--- config.mk ---
export PLATFORM = sky130hd
export DESIGN_NAME = sdram_arbiter
export DESIGN_NICKNAME = d
export VERILOG_FILES = /design/src/rtl/sdram_arbiter.sv
export SDC_FILE = /design/constraint.sdc
export NUM_CORES = 1
export LEC_CHECK = 0
export ABC_CLOCK_PERIOD_IN_PS = 9520
export BUFFER_PORTS_ARGS = -buffer_cell sky130_fd_sc_hd__buf_2
export CAP_MARGIN = 10
export CORE_UTILIZATION = 49
export CTS_BUF_LIST = sky130_fd_sc_hd__clkbuf_16
export CTS_CLUSTER_DIAMETER = 50
export DETAILED_ROUTE_END_ITERATION = 10
export PLACE_DENSITY = 0.86
export SLEW_MARGIN = 5
export SYNTH_ARGS = -nofsm -noshare
export SYNTH_HDL_FRONTEND = slang
export SYNTH_SLANG_ARGS = --single-unit
--- constraint.sdc ---
create_clock -name clk -period 9.52 [get_ports clk]
set_clock_uncertainty 0.15 [all_clocks]
set_input_delay 0.952 -clock clk [delete_from_list [all_inputs] [get_ports clk]]
set_output_delay 0.952 -clock clk [all_outputs]
set_load 0.02 [all_outputs]
--- src/rtl/sdram_arbiter.sv ---
// Two-requester arbiter in front of the SDRAM controller user port.
// One transaction outstanding at a time; every output is driven from a flop.
module sdram_arbiter #(
    parameter int ADDR_W     = 23,
    parameter int DATA_W     = 32,
    parameter int FIXED_PRIO = 0
) (
    input  logic              clk,
    input  logic              rst,

    input  logic              m0_req,
    input  logic              m0_rw,
    input  logic [ADDR_W-1:0] m0_addr,
    input  logic [DATA_W-1:0] m0_wdata,
    output logic              m0_ack,
    output logic              m0_rvalid,
    output logic [DATA_W-1:0] m0_rdata,

    input  logic              m1_req,
    input  logic              m1_rw,
    input  logic [ADDR_W-1:0] m1_addr,
    input  logic [DATA_W-1:0] m1_wdata,
    output logic              m1_ack,
    output logic              m1_rvalid,
    output logic [DATA_W-1:0] m1_rdata,

    output logic [ADDR_W-1:0] sdr_addr,
    output logic              sdr_rw,
    output logic [DATA_W-1:0] sdr_wdata,
    output logic              sdr_in_valid,
    input  logic              sdr_busy,
    input  logic [DATA_W-1:0] sdr_rdata,
    input  logic              sdr_out_valid
);

    typedef enum logic [1:0] {
        IDLE  = 2'd0,
        ISSUE = 2'd1,
        WAIT  = 2'd2
    } state_t;

    state_t state_q, state_d;

    logic              rr_last_q, rr_last_d;       // index of the last granted requester
    logic              owner_q, owner_d;           // requester owning the current transaction
    logic              is_read_q, is_read_d;
    logic              first_wait_q, first_wait_d; // busy is not yet meaningful in this cycle
    logic [ADDR_W-1:0] addr_q, addr_d;
    logic              rw_q, rw_d;
    logic [DATA_W-1:0] wdata_q, wdata_d;
    logic              in_valid_q, in_valid_d;
    logic [1:0]        ack_q, ack_d;
    logic [1:0]        rvalid_q, rvalid_d;
    logic [1:0][DATA_W-1:0] rdata_q, rdata_d;

    logic win_m1;

    // Winner selection: single requester wins outright; on contention either
    // m0 always wins or the requester that was not granted last wins.
    always_comb begin
        win_m1 = m1_req;
        if (m0_req && m1_req) begin
            if (FIXED_PRIO != 0) begin
                win_m1 = 1'b0;
            end else begin
                win_m1 = ~rr_last_q;
            end
        end
    end

    // Next-state and registered-output logic for the IDLE/ISSUE/WAIT sequence.
    always_comb begin
        state_d      = state_q;
        rr_last_d    = rr_last_q;
        owner_d      = owner_q;
        is_read_d    = is_read_q;
        first_wait_d = first_wait_q;
        addr_d       = addr_q;
        rw_d         = rw_q;
        wdata_d      = wdata_q;
        in_valid_d   = in_valid_q;
        ack_d        = 2'b00;
        rvalid_d     = 2'b00;

        case (state_q)
            IDLE: begin
                if (!sdr_busy && (m0_req || m1_req)) begin
                    owner_d    = win_m1;
                    rr_last_d  = win_m1;
                    addr_d     = win_m1 ? m1_addr  : m0_addr;
                    rw_d       = win_m1 ? m1_rw    : m0_rw;
                    wdata_d    = win_m1 ? m1_wdata : m0_wdata;
                    in_valid_d = 1'b1;
                    state_d    = ISSUE;
                end
            end
            ISSUE: begin
                // Command is held unchanged until the controller is not busy.
                if (!sdr_busy) begin
                    in_valid_d       = 1'b0;
                    ack_d[owner_q]   = 1'b1;
                    is_read_d        = ~rw_q;
                    first_wait_d     = 1'b1;
                    state_d          = WAIT;
                end
            end
            WAIT: begin
                first_wait_d = 1'b0;
                if (is_read_q) begin
                    if (sdr_out_valid) begin
                        rvalid_d[owner_q] = 1'b1;
                        state_d           = IDLE;
                    end
                end else if (!first_wait_q && !sdr_busy) begin
                    // Controller raises busy one cycle late, so the first
                    // WAIT cycle cannot signal write completion.
                    state_d = IDLE;
                end
            end
            default: begin
                state_d = IDLE;
            end
        endcase
    end

    // Per-requester read data holds its last value until its own rvalid.
    for (genvar gi = 0; gi < 2; gi++) begin : g_rdata
        assign rdata_d[gi] = rvalid_d[gi] ? sdr_rdata : rdata_q[gi];
    end

    // State and output registers; rr_last resets to 1 so m0 wins the first contest.
    always_ff @(posedge clk or posedge rst) begin
        if (rst) begin
            state_q      <= IDLE;
            rr_last_q    <= 1'b1;
            owner_q      <= 1'b0;
            is_read_q    <= 1'b0;
            first_wait_q <= 1'b0;
            addr_q       <= '0;
            rw_q         <= 1'b0;
            wdata_q      <= '0;
            in_valid_q   <= 1'b0;
            ack_q        <= 2'b00;
            rvalid_q     <= 2'b00;
            rdata_q      <= '0;
        end else begin
            state_q      <= state_d;
            rr_last_q    <= rr_last_d;
            owner_q      <= owner_d;
            is_read_q    <= is_read_d;
            first_wait_q <= first_wait_d;
            addr_q       <= addr_d;
            rw_q         <= rw_d;
            wdata_q      <= wdata_d;
            in_valid_q   <= in_valid_d;
            ack_q        <= ack_d;
            rvalid_q     <= rvalid_d;
            rdata_q      <= rdata_d;
        end
    end

    assign m0_ack       = ack_q[0];
    assign m1_ack       = ack_q[1];
    assign m0_rvalid    = rvalid_q[0];
    assign m1_rvalid    = rvalid_q[1];
    assign m0_rdata     = rdata_q[0];
    assign m1_rdata     = rdata_q[1];
    assign sdr_addr     = addr_q;
    assign sdr_rw       = rw_q;
    assign sdr_wdata    = wdata_q;
    assign sdr_in_valid = in_valid_q;

endmodule

Yosys cells after proc, flatten, opt, wreduce, memory -nomap -nowiden

Index checks and enable logic that the tools add are counted.

Bits in registers: 131
Output and inout port bits: 125
Logic and storage cells: 61

Magnitude comparators: 2
Eq/ne operators: 6
Multiplexer cells: 22
Bitwise operators: 3
Reductions and logical operators: 15

Operators by type and width:

| cell                 | number |
|---|---|
| $mux W32             | 1 |
| $mux W23             | 1 |
| $mux W2              | 10 |
| $mux W1              | 6 |
| $ne A3 B3 Y1 const B | 2 |
| $pmux W2 S3          | 1 |
| $reduce_and A2 Y1    | 3 |
| $logic_and A1 B1 Y1  | 4 |
| $ne A2 B2 Y1 const B | 2 |
| $pmux W1 S2          | 2 |
| $reduce_and A4 Y1    | 1 |
| $reduce_bool A2 Y1   | 2 |
| $not A1 Y1           | 3 |
| $reduce_and A3 Y1    | 1 |
| $eq A2 B1 Y1 const B | 1 |
| $eq A2 B2 Y1 const B | 1 |
| $logic_not A1 Y1     | 2 |
| $logic_not A2 Y1     | 1 |
| $lt A1 B2 Y1 const B | 1 |
| $demux W1 S1         | 1 |
| $ge A1 B1 Y1 const B | 1 |
| $logic_or A1 B1 Y1   | 1 |

Depth between registers and ports, before layout

Depth in word-level cells: 7
Depth in mapped cells: 6
Depth with buffers taken out: 3

Worst setup path before layout

Ideal clock, no wire load.

Kind: input to register
Start point: input port sdr_busy
End point: register wdata_q[10] (netlist: sdr_wdata[10])
Setup time: 123 ps
Arrival time: 2154 ps
Path slack: 7093 ps
Stages: 5
Cell sequence: or4b_4 buf_6 buf_6 or3_1 o221a_2

Longest elaborated chain between the ends: 3

Ends and longest elaborated chain:

| element                     | line | RTL |
|---|---|---|
| from (decl)                 | 31   | `input logic sdr_busy,` |
| $logic_not A1 Y1            | 87   | `if (!sdr_busy && (m0_req \|\| m1_req)) begin` |
| $logic_and A1 B1 Y1         | 87   |  |
| $reduce_and A2 Y1 (no line) | -    |  |
| to (signal assigned)        | 154  | `wdata_q <= wdata_d;` |
| to (decl)                   | 50   | `logic [DATA_W-1:0] wdata_q, wdata_d;` |

Every way passes these cells.
A chain may end at the register's enable or synchronous reset.

Final worst setup path

Start point: input port sdr_busy
End point: register wdata_q[17] (netlist: sdr_wdata[17])

Same word-level chain as after synthesis.

==> impl_metrics.py <==
metrics = {
    "outcome": {
        "status": "complete, no violations",
    },
    "min_path": {
        "min_delay_path_depth": 1,
        "holdPathEnd": "m1_rdata[3]",
        "hold_path.startpoint": "m1_rdata[3]",
        "hold_class": "register to register",
    },
    "cells_and_area": {
        "layout_common_cells": "buf_2 (274), dfrtp_1 (130), mux2_2 (64)",
        "area_delta_synth_final_pct": 38.37,
        "final_nets": 788,
        "drive_gt1_frac": 0.6728,
        "final-seq-area_mm2": 0.003279,
        "multi_input_area_mm2": 0.001886,
        "stdcell_count": 788,
        "fill_cells": 738,
        "final_common_cell": "buf_2",
    },
    "yosys": {
        "yosysUniqueCellTypes": 26,
        "synth_edf_count": 0,
        "yosysSeqAreaShare": 0.6170,
        "syn_nets": 521,
        "ys_ff_latch": 131,
        "netlist_area_mm2": 0.005315,
        "ys_warn_count": 0,
        "synthArstFlopShare": 1.000,
        "synthCells": 371,
        "avgSynthCellArea_um2": 14.33,
        "synth-main-ff-cell": "dfrtp_1",
    },
    "place": {
        "gp_congestion": 0.8118,
        "dp_slack_ns": 6.300,
        "dp_hpwl_um": 10190,
        "port_buffers": 274,
        "place_inst": 754,
    },
    "timing": {
        "slew_headroom": 0.2902,
        "tns_ns": 0,
        "finalCritPeriodShare": 0.2654,
        "setup_ws_ns": 6.993,
        "hold_violations": 0,
        "rsz0062_at_grt": "no",
        "worst_pin_slew_ns": 1.065,
        "setup_violations": 0,
        "report.final.slew_viol_count": 0,
        "fin_crit_ns": 2.527,
        "max_freq_mhz": 395.7,
    },
    "flow_run": {
        "cap_violations": 0,
    },
    "clocking": {
        "numCtsBuffers": 17,
        "clock_latency_ns": 0.41,
        "clock_path_buffers": 2,
        "root_buffer": "clkbuf_16",
        "postCtsSetupBuffers": 0,
        "clock-sinks": 131,
        "cts-hold-fix-buffers": 0,
        "htree_levels": 4,
        "post_cts_resized": 0,
        "cts_tree": "yes",
        "clk_pin_slew_ns": 0.06,
    },
    "power_and_ir_drop": {
        "power.total_mw": 2.618,
        "p_int_mw": 1.639,
        "comb_power_share": 0.393,
        "p_sw_frac": 0.3738,
        "seqPwrFrac": 0.366,
        "vdd_drop_max_mv": 0.1807,
        "p_leak_nw": 3.581,
        "power.density_mw_per_mm2": 355.9,
        "p_switching_mw": 0.9784,
        "clkPwrFrac": 0.241,
    },
    "critical_path": {
        "r2r_cells": 3,
        "end_kind": "register",
        "start_kind": "input port",
        "critPathKind": "input port to register",
        "worstReg2RegEnd": "sdr_wdata[17]",
        "reg2reg_slack_ns": 7.09,
        "r2r-start": "state_q[0]",
        "crit_required_ns": 9.70,
        "cp_slowest_stage_delay_ns": 0.94,
        "path_cells": "buf_2 -> nor3_1 -> and2_2 -> o221a_2",
        "path_max_fanout": 56,
        "cp_slowest_cell": "and2_2",
        "crit_arrival_ns": 2.71,
    },
    "die": {
        "die_height_um": 106.2,
        "dieArea_mm2": 0.01127,
        "start_util": 0.5103,
        "coreArea_mm2": 0.01042,
        "num_rows": 37,
        "pin_count": 275,
        "die_w_um": 106.2,
    },
    "grt": {
        "grt_pass1_wl_um": 22020,
        "grt_pass1_vias": 4228,
        "grt_usage": 0.2567,
        "grt-ovfl-total": 0,
        "grt_max_degree": 73,
        "antenna_found_initial": 1,
    },
    "routing": {
        "via_per_inst": 5.456,
        "firstDrtPassIters": 5,
        "wl_per_cell_um": 17.94,
        "drc_errors": 0,
        "drt_iter0_drc": 233,
        "drt.antenna.violating_nets": 0,
        "via_count": 4299,
        "wirelength_um": 14140,
    },
}
worst max-delay path, delay by kind of cell:
kind	cells	cell delay [ns]
buffers and inverters	1	0.13
AO/OA/AOI/OAI	1	0.33
AND/OR/NAND/NOR	2	1.26
worst max path at each step:
stage | startpoint | to | slack, ns | cells past startpoint
final | sdr_busy | sdr_wdata[17] | 6.99 | 4
after global routing | sdr_busy | sdr_wdata[17] | 6.85 | 4
after CTS | sdr_busy | sdr_wdata[15] | 6.65 | 4
after detailed placement | sdr_busy | sdr_wdata[17] | 6.30 | 4
after global placement | sdr_busy | sdr_wdata[11] | 6.37 | 4
after floorplan | rst | ack_q[0] | 4.92 | 1
synthesized netlist by cell type, types with 2 or more instances:
library cell / count / share of area
a21oi_1: 4 / 0.0038
buf_2: 12 / 0.011
buf_6: 3 / 0.0064
clkbuf_1: 15 / 0.011
dfrtp_1: 130 / 0.61
inv_1: 3 / 0.0021
mux2_2: 64 / 0.14
nand2_1: 8 / 0.0056
nor2_1: 3 / 0.0021
nor2b_1: 2 / 0.0024
o21ai_0: 2 / 0.0019
o221a_2: 56 / 0.12
or3_1: 56 / 0.066
state kept, by name, summed over array words and instances (netlist names), 2 cells and up:
register	cells
m0_rdata	32
m1_rdata	32
sdr_wdata	32
sdr_addr	23
ack_q	2
rvalid_q	2
state_q	2
stage by stage:
stage | instance area [µm²] | hold WS (ns) | utilization
final | 7355 | 0.3493 | 0.7061
after global routing | 7352 | 0.3566 | 0.7058
after CTS | 7332 | 0.3514 | 0.7039
after detailed placement | 6750 | 0.3380 | 0.6480
after global placement | 6750 | 0.3313 | 0.6480
after floorplan | 5315 | 0.3191 | -
cells by family (layout without fill, tap and decap cells):
family / after synthesis / in the layout / synth area share
buf+inv: 34 / 314 / 0.03107
compound gates: 65 / 65 / 0.1288
other cells: 0 / 1 / 0
mux: 64 / 64 / 0.1356
simple gates: 77 / 77 / 0.08757
flops: 131 / 131 / 0.6170
power groups by stage:
stage / Clock (mW) / Combinational, mW / Sequential (mW)
floorplan: 0 / 0.386 / 1.23
global placement: 0 / 1.00 / 0.951
detailed placement: 0 / 1.03 / 0.964
CTS: 0.642 / 1.03 / 0.960
global route: 0.668 / 1.09 / 0.988
finish: 0.631 / 1.03 / 0.959
routing by layer:
layer | vias up | GRT usage | part of all wire
met2 | 224 | 0.4494 | 0.53
met5 | - | 0 | 0
met3 | 30 | 0.07419 | 0.072
met1 | 2086 | 0.3036 | 0.39
li1 | 1959 | - | -
met4 | 0 | 0.08036 | 0.016
area by class of cell:
type / instances / area share
antenna: 1 / 0.0003403
inverter: 3 / 0.001871
timing repair buffer: 279 / 0.1933
clock buffer: 17 / 0.05784
multi-input combinational: 206 / 0.2564
clock inverter: 15 / 0.02127
tap: 136 / 0.02314
sequential: 131 / 0.4459
(Power assumes the default switching activity.)
